[config.mk]
export PLATFORM = sky130hd
export DESIGN_NAME = game_over_controller
export DESIGN_NICKNAME = d
export VERILOG_FILES = /design/src/rtl/game_over_controller.sv
export SDC_FILE = /design/constraint.sdc
export NUM_CORES = 1
export LEC_CHECK = 0
export ABC_CLOCK_PERIOD_IN_PS = 2600
export CORE_ASPECT_RATIO = 0.9
export CORE_MARGIN = 4
export CORE_UTILIZATION = 35
export CTS_BUF_LIST = sky130_fd_sc_hd__clkbuf_4 sky130_fd_sc_hd__clkbuf_8 sky130_fd_sc_hd__clkbuf_16
export CTS_CLUSTER_DIAMETER = 150
export DETAILED_ROUTE_END_ITERATION = 12
export HOLD_SLACK_MARGIN = 0.03
export PLACE_DENSITY_LB_ADDON = 0.05
export SYNTH_ARGS = -nofsm -noshare
export SYNTH_HDL_FRONTEND = slang
export SYNTH_SLANG_ARGS = --single-unit
export TNS_END_PERCENT = 30
[constraint.sdc]
create_clock -name clk -period 2.6 [get_ports clk]
set_clock_uncertainty 0.2 [all_clocks]
set_input_delay 0.26 -clock clk [delete_from_list [all_inputs] [get_ports clk]]
set_output_delay 0.26 -clock clk [all_outputs]
set_load 0.005 [all_outputs]
[src/rtl/game_over_controller.sv]
// ---------------------------------------------------------------------------
// game_over_controller
//
// Sequences the "game over" banner: after a lose event it waits a number of
// frames, slides a 32x32 bitmap (magnified by 1<<SCALE_SHIFT) down from
// START_Y to TARGET_Y one step per frame, then blinks it in place until the
// player restarts.  For every pixel it also reports, one clock later, whether
// that pixel falls inside the visible box and which bitmap texel it maps to.
//
// Ports
//   clk             pixel clock
//   resetN          asynchronous active-low reset
//   pixelX/pixelY   current VGA column/row (11 bits)
//   startOfFrame    one-clock pulse at the start of each frame
//   lose            one-clock pulse: the game has been lost
//   restart         one-clock pulse: the player asks for a new game
//   InsideRectangle current pixel (previous clock) is inside the visible box
//   offsetX/offsetY bitmap column/row 0..31 when inside, else 0
//   GAMEOVER        high while the banner is sliding or shown
// ---------------------------------------------------------------------------
module game_over_controller #(
    parameter int unsigned SCALE_SHIFT  = 2,
    parameter int unsigned TARGET_X     = 256,
    parameter int unsigned TARGET_Y     = 176,
    parameter int unsigned START_Y      = 0,
    parameter int unsigned SLIDE_STEP   = 8,
    parameter int unsigned DELAY_FRAMES = 30,
    parameter int unsigned BLINK_FRAMES = 16
) (
    input  logic        clk,
    input  logic        resetN,
    input  logic [10:0] pixelX,
    input  logic [10:0] pixelY,
    input  logic        startOfFrame,
    input  logic        lose,
    input  logic        restart,
    output logic        InsideRectangle,
    output logic [10:0] offsetX,
    output logic [10:0] offsetY,
    output logic        GAMEOVER
);

    // ------------------------------------------------------------------
    // Constants
    // ------------------------------------------------------------------
    localparam logic [1:0] StIdle  = 2'd0;
    localparam logic [1:0] StDelay = 2'd1;
    localparam logic [1:0] StSlide = 2'd2;
    localparam logic [1:0] StShow  = 2'd3;

    localparam int unsigned BoxSize = 32 << SCALE_SHIFT;

    localparam logic [11:0] BoxSize12 = 12'(BoxSize);
    localparam logic [11:0] TargetX12 = 12'(TARGET_X);
    localparam logic [11:0] TargetY12 = 12'(TARGET_Y);
    localparam logic [11:0] Step12    = 12'(SLIDE_STEP);
    localparam logic [10:0] StartY11  = 11'(START_Y);

    // One frame counter is shared by DELAY and SHOW, so size it for the larger.
    localparam int unsigned CntMax = (DELAY_FRAMES > BLINK_FRAMES) ? DELAY_FRAMES
                                                                   : BLINK_FRAMES;
    localparam int unsigned CntW   = (CntMax < 2) ? 1 : $clog2(CntMax + 1);

    localparam logic [CntW-1:0] LastDelay = CntW'(DELAY_FRAMES - 1);
    localparam logic [CntW-1:0] LastBlink = CntW'(BLINK_FRAMES - 1);

    // ------------------------------------------------------------------
    // State
    // ------------------------------------------------------------------
    logic [1:0]      state_q,    state_d;
    logic [10:0]     top_y_q,    top_y_d;
    logic [CntW-1:0] cnt_q,      cnt_d;
    logic            visible_q,  visible_d;
    logic            gameover_q, gameover_d;
    logic            inside_q,   inside_d;
    logic [10:0]     off_x_q,    off_x_d;
    logic [10:0]     off_y_q,    off_y_d;

    // Slide arithmetic is done one bit wider so the clamp cannot wrap.
    logic [11:0] slide_sum;
    logic [11:0] slide_next;

    always_comb begin
        slide_sum  = {1'b0, top_y_q} + Step12;
        slide_next = (slide_sum >= TargetY12) ? TargetY12 : slide_sum;
    end

    // ------------------------------------------------------------------
    // Sequencer next state
    // ------------------------------------------------------------------
    always_comb begin
        state_d   = state_q;
        top_y_d   = top_y_q;
        cnt_d     = cnt_q;
        visible_d = visible_q;

        if (restart) begin
            // restart dominates lose and every state
            state_d   = StIdle;
            top_y_d   = StartY11;
            cnt_d     = '0;
            visible_d = 1'b0;
        end else begin
            case (state_q)
                StIdle: begin
                    if (lose) begin
                        state_d = StDelay;
                        top_y_d = StartY11;
                        cnt_d   = '0;
                    end
                end

                StDelay: begin
                    if (startOfFrame) begin
                        if (cnt_q == LastDelay) begin
                            state_d = StSlide;
                            top_y_d = StartY11;
                            cnt_d   = '0;
                        end else begin
                            cnt_d = cnt_q + CntW'(1);
                        end
                    end
                end

                StSlide: begin
                    // topY only moves on a frame boundary so the box never tears
                    if (startOfFrame) begin
                        top_y_d = slide_next[10:0];
                        if (slide_next == TargetY12) begin
                            state_d   = StShow;
                            visible_d = 1'b1;
                            cnt_d     = '0;
                        end
                    end
                end

                StShow: begin
                    if (startOfFrame) begin
                        if (cnt_q == LastBlink) begin
                            visible_d = ~visible_q;
                            cnt_d     = '0;
                        end else begin
                            cnt_d = cnt_q + CntW'(1);
                        end
                    end
                end

                default: begin
                    state_d   = StIdle;
                    top_y_d   = StartY11;
                    cnt_d     = '0;
                    visible_d = 1'b0;
                end
            endcase
        end

        // Decoded from the next state so the flop tracks state_q exactly.
        gameover_d = (state_d == StSlide) || (state_d == StShow);
    end

    // ------------------------------------------------------------------
    // Pixel hit test
    // ------------------------------------------------------------------
    logic [11:0] dx;
    logic [11:0] dy;
    logic        in_x;
    logic        in_y;
    logic        draw_en;

    always_comb begin
        dx = {1'b0, pixelX} - TargetX12;
        dy = {1'b0, pixelY} - {1'b0, top_y_q};

        // The >= guards reject pixels left of / above the box, whose
        // difference would otherwise wrap to a large value.
        in_x = ({1'b0, pixelX} >= TargetX12) && (dx < BoxSize12);
        in_y = ({1'b0, pixelY} >= {1'b0, top_y_q}) && (dy < BoxSize12);

        // Sliding is always drawn; once parked the box follows the blink phase.
        draw_en = (state_q == StSlide) || ((state_q == StShow) && visible_q);

        inside_d = in_x && in_y && draw_en;

        if (inside_d) begin
            off_x_d = 11'(dx >> SCALE_SHIFT);
            off_y_d = 11'(dy >> SCALE_SHIFT);
        end else begin
            off_x_d = '0;
            off_y_d = '0;
        end
    end

    // ------------------------------------------------------------------
    // Registers
    // ------------------------------------------------------------------
    always_ff @(posedge clk or negedge resetN) begin
        if (!resetN) begin
            state_q    <= StIdle;
            top_y_q    <= StartY11;
            cnt_q      <= '0;
            visible_q  <= 1'b0;
            gameover_q <= 1'b0;
            inside_q   <= 1'b0;
            off_x_q    <= '0;
            off_y_q    <= '0;
        end else begin
            state_q    <= state_d;
            top_y_q    <= top_y_d;
            cnt_q      <= cnt_d;
            visible_q  <= visible_d;
            gameover_q <= gameover_d;
            inside_q   <= inside_d;
            off_x_q    <= off_x_d;
            off_y_q    <= off_y_d;
        end
    end

    assign InsideRectangle = inside_q;
    assign offsetX         = off_x_q;
    assign offsetY         = off_y_q;
    assign GAMEOVER        = gameover_q;

endmodule

# [After elaboration in Yosys (flattened, before gate mapping)]
# Index checks and enable logic that the tools add are counted.
[word_totals] wordCells=77 regBits=41 out_inout_bits=24
[op_classes] n_bitwise=1 n_lt_le_gt_ge=5 reduce_logical=13 n_addsub=4 eq_ne=15 n_mux=31
[ops] operator="2-to-1 mux 11 bit" n=5
[ops] operator="2-to-1 mux 5 bit" n=8
[ops] operator="case mux 11 bit (3 select lines)" n=1
[ops] operator="less-than comparator 12 x 8 -> 1 bit, second input constant" n=2
[ops] operator="!= test 3 bit, second input constant" n=7
[ops] operator="2-to-1 mux 10 bit" n=2
[ops] operator="case mux 5 bit (4 select lines)" n=1
[ops] operator="AND reduction 5 bit" n=3
[ops] operator="adder 11 x 4 -> 12 bit, second input constant" n=1
[ops] operator="== test 12 x 8 -> 1 bit, second input constant" n=1
[ops] operator=">= comparator 12 x 8 -> 1 bit, second input constant" n=1
[ops] operator="2-to-1 mux 12 bit" n=1
[ops] operator="2-to-1 mux 2 bit" n=6
[ops] operator="subtractor 11 x 11 -> 12 bit" n=1
[ops] operator="subtractor 11 x 9 -> 12 bit, second input constant" n=1
[ops] operator=">= comparator 11 bit" n=1
[ops] operator=">= comparator 11 x 9 -> 1 bit, second input constant" n=1
[ops] operator="== test 2 bit, second input constant" n=4
[ops] operator="case mux 2 bit (3 select lines)" n=1
[ops] operator="adder 5 x 1 -> 5 bit, second input constant" n=1
[ops] operator="== test 5 x 4 -> 1 bit, second input constant" n=1
[ops] operator="== test 5 bit, second input constant" n=1
[ops] operator="logical AND 1 bit" n=5
[ops] operator="2-to-1 mux 1 bit" n=5
[ops] operator="7 further kinds" n=8

# [Longest topological paths before layout]
[depth] ltp_word=10 ltp_mapped=10 mapped_depth_nobuf=9

# [Least setup slack after synthesis]
# OpenSTA, ideal clock, no wires.
[synth_timing] kind="reg-to-reg" start="reg top_y_q[3]" end="reg inside_q, in the netlist InsideRectangle" required_ps=2280 t_arrival_ps=2108 setup_ps=120 slack_ps=172 n_path_buf=1 synth_period_minus_slack_ps=2428 path_stages_with_launch=10 cell_sequence="dfrtp_1 -> inv_1 -> ha_1 -> a21o_1 -> a21oi_2 -> a31oi_1 -> o22ai_1 -> mux2_2 -> clkbuf_1 -> and2_2"
[synth_between] elab_chain_len=5
[synth_rtl] item="start: declaration" line_no="71" source="logic [10:0] top_y_q, top_y_d;"
[synth_rtl] item="start signal: assignment" line_no="199" source="top_y_q <= StartY11;"
[synth_rtl] item="start signal: assignment" line_no="208" source="top_y_q <= top_y_d;"
[synth_rtl] item="subtractor 11 x 11 -> 12 bit" line_no="172" source="dy = {1'b0, pixelY} - {1'b0, top_y_q};"
[synth_rtl] item="less-than comparator 12 x 8 -> 1 bit" line_no="177" source="in_y = ({1'b0, pixelY} >= {1'b0, top_y_q}) && (dy < BoxSize12);"
[synth_rtl] item="logical AND 1 bit (*)" line_no="177"
[synth_rtl] item="logical AND 1 bit (*) (2 in a row)" line_no="182" source="inside_d = in_x && in_y && draw_en;"
[synth_rtl] item="named net inside_d" line_no="75" source="logic inside_q, inside_d;"
[synth_rtl] item="end signal: assignment" line_no="212" source="inside_q <= inside_d;"
[synth_rtl] item="end: declaration" line_no="75"
# The timed path passes the listed nets; every way through them passes the cells marked *.
# A chain may end at the register's enable or synchronous reset.

# [Worst setup path after layout]
[layout_timing] start="reg top_y_q[8]" end="reg off_y_q[0], in the netlist offsetY[0]"
[layout_between] elab_chain_len=6
[layout_rtl] item="subtractor 11 x 11 -> 12 bit" line_no="172"
[layout_rtl] item="less-than comparator 12 x 8 -> 1 bit" line_no="177"
[layout_rtl] item="logical AND 1 bit (*)" line_no="177"
[layout_rtl] item="logical AND 1 bit (*) (2 in a row)" line_no="182"
[layout_rtl] item="2-to-1 mux 10 bit (*)" line_no="184" source="if (inside_d) begin"
[layout_rtl] item="named net off_y_d[0]" line_no="77" source="logic [10:0] off_y_q, off_y_d;"
[layout_rtl] item="end signal: assignment" line_no="214" source="off_y_q <= off_y_d;"
[layout_rtl] item="end: declaration" line_no="77"
# Marked as above.

==> results.md <==
* Status: finished, final reports clean
* DRT iter0 DRCs at 35
* Die Area at between 7000 and 8000 um^2
* Layout area overhead at 37.53%
* Synth area leaders: dfrtp_1, ha_1, inv_1, and3_1, o21ai_0
* Post-synth EDFFs at 0
* Max VDD drop at roughly 0.21 mV
* Register area share after synthesis at 0.4545
* Clk_lat worst skew at approximately 0.29 ns
* Hold Fails Final Rpt at 0
* Detailed Routing Iterations Pass 1 at 4
* RSZ-0062 raised after global routing: no
* Post-Syn Area per Cell at around 10 um^2
* Synth Area in Compound Gates at 0.1508
* CTS clock-pin slew for the worst setup and hold paths at 0.08 ns
* Residual DRC at 0
* Final setup viols at 0
* H-tree levels at 2
* Largest net degree at the start of global routing at 42
* Cell with the most instances after synthesis: dfrtp_1
* Root buffer cell: clkbuf_8
* Slew margin rel. at 0.3919
* Leakage power at about 1.4 nW
* Vias in the first global route at 1735
* Slew at the pin closest to its max-slew limit at 0.9122 ns
* Period minus WS final at 2.459 ns
* Final hold slack at 0.2970 ns
* F_max at 406.7 MHz
* Row cnt at 27
* TritonCTS clock tree: yes
* Fraction of the mapped netlist area in adder cells at 0.1053
* Placer Congestion at 0.7629
* Wire per inst at 12.70 um
* Max Slew Vio Count at 0
* Initial antenna violation count at 0
* #FFs+latches synth at roughly 40
* Number of routed nets with antenna violations at 0
* Clock sinks at 41
* Synth cell types at 56
* Top_reg_cell synth: dfrtp_1
* Proportion of synthesized area in mux cells at 0.01386
* CP Max Fanout at 13
* Finished Core Util at 0.5021
* # diodes at 0
* GRT met1 Usage at 0.1893
* Top Ports at 51
* Core Area at 6182 um^2
* Period utilization at 0.9457
* First-pass GRT wire length at 8231 um
* Initial core utilization at 0.3651
* Grt met2 use at 0.1943
* CP required at 2.58 ns
* Ys Warns at 0
* Xor and xnor area share after synthesis at 0.02716
* Post-synthesis simple-gate area fraction at 0.1907
* Routed WL at ~4900 um
* Min-delay worst type: reg2reg
* Leading area contributor after synthesis: dfrtp_1
* Post-place setup slack at -0.1424 ns
* Worst path arrival time at 2.44 ns
* Final worst slack at 0.1412 ns
* Vias at approximately 1800
* Grt ovf at 0
* Yosys top cell area share at 0.4545
* Netlist Area Pre-Place at approximately 2300 um^2
* Grt met3 use at 0.03674
* Total CTS buffers at 5
* CP Launch Type: register
* Port Buffers at 48
* HPWL after DPL at between 3000 and 4000 um
* Vias per cell at ~4.6
* Syn Inst Count at ~220
* GR peak layer: met2
* Fin nets at between 300 and 400
* Setup tns final at 0 ns
* FILL cells at approximately 600
* Clk buf depth at 2
* Die H at between 80 and 90 um
* Synth async-reset ratio at 1.000
* Post-CTS Setup Inserts at 0
* Total GRT Usage at 0.1317
* Die X at 92.65 um
* Largest family of logic cells by synthesized area: simple AND/OR/NAND/NOR gates
* Synth cell count leaders: dfrtp_1, inv_1, ha_1
* PwrDens at 432.4 nW/um^2
* # Max-Cap Violations at 0
* WS Path Type: reg2reg
* Share of layout cells above drive strength 1 at 0.1367
* Critical path capture point type: register
==> worst max-delay path, stage by stage, from the launching register on <==
cell and delay, ns:
dfrtp_1 0.40, inv_1 0.11, ha_1 0.26, buf_4 0.14, a21o_1 0.15, or2_2 0.27
o22ai_1 0.13, mux2_2 0.44, and4_2 0.25
==> metal layers <==
metal  share of wire  routed length (um)  vias to the layer above
met5               0                   0                        -
met1            0.51                2503                      800
met2            0.41                2031                       44
met4           0.010                  51                        0
met3           0.067                 327                        5
li1                -                   -                      931
==> path summary, 6_finish.rpt <==
path	end	cells after the start	slack, ns	startpoint
setup / recovery	offsetY[0]	8	0.14	top_y_q[8]
hold / removal	top_y_q[1]	1	0.30	top_y_q[1]
setup reg to reg	offsetY[0]	8	0.14	top_y_q[8]
hold reg to reg	top_y_q[1]	1	0.30	top_y_q[1]
max in group asynchronous	top_y_q[1]	2	1.20	resetN
min in group asynchronous	offsetY[1]	2	0.44	resetN
==> metrics by stage <==
stage	cell area [um^2]	cells	total power [mW]
CTS	3099	387	1.364
detailed placement	2974	378	0.8347
global placement	2974	378	0.8350
floorplan	2291	232	0.7388
finish	3104	387	1.342
global route	3104	387	1.412
==> layout by cell type, fill, tap and decap left out, types with 4 or more instances in the layout <==
cell             instances
clkbuf_8                 5
a21o_1                   5
xor2_1                   4
nand3_1                  7
inv_1                   20
nand2_1                 10
clkdlybuf4s50_1         47
buf_4                   20
dfrtp_1                 41
nand2b_1                 6
nor4_1                   6
and2_1                   4
conb_1                  10
ha_1                    19
a21oi_1                  8
o21ai_0                 11
and3_1                  11
nor2_1                  11
==> cell families after synthesis <==
group / Yosys count
and+or+nand+nor: 75
AOI/OAI and AO/OA: 48
DFF: 41
buffers and inverters: 29
adders and majority gates: 19
xor gates and xnor gates: 7
muxes: 3
other: 1
==> power by group <==
| group | total [mW] | switching [mW] | internal, mW | leakage [nW] |
|---|---|---|---|---|
| clock network | 0.521 | 0.233 | 0.287 | 0.0543 |
| registers | 0.653 | 0.00679 | 0.646 | 0.552 |
| logic | 0.169 | 0.0770 | 0.0918 | 0.822 |
| total | 1.34 | 0.317 | 1.03 | 1.43 |
==> cell type report <==
cell class / instances / area [um^2] / share of cell area
clock buffer: 5 / 68.82 / 0.02217
multi-input combinational: 162 / 1144 / 0.3684
timing repair buffer: 69 / 635.6 / 0.2048
clock inverter: 3 / 46.29 / 0.01491
sequential: 41 / 1026 / 0.3305
inverter: 20 / 75.07 / 0.02418
tap: 87 / 108.9 / 0.03507
==> sequential cells by signal (all words and copies together), names as in the netlist <==
register         count
offsetY             10
top_y_q             11
cnt_q                5
offsetX             10
GAMEOVER             1
InsideRectangle      1
state_q              2
visible_q            1
==> what timing repair did <==
| item | CTS | global route |
|---|---|---|
| hold endpoints to repair | 41 | 0 |
| resized for setup | 0 | 1 |
| endpoints found under the setup margin | 0 | 4 |
| hold buffers | 1 | 0 |
No activity file was read; power rests on OpenSTA's default activity.
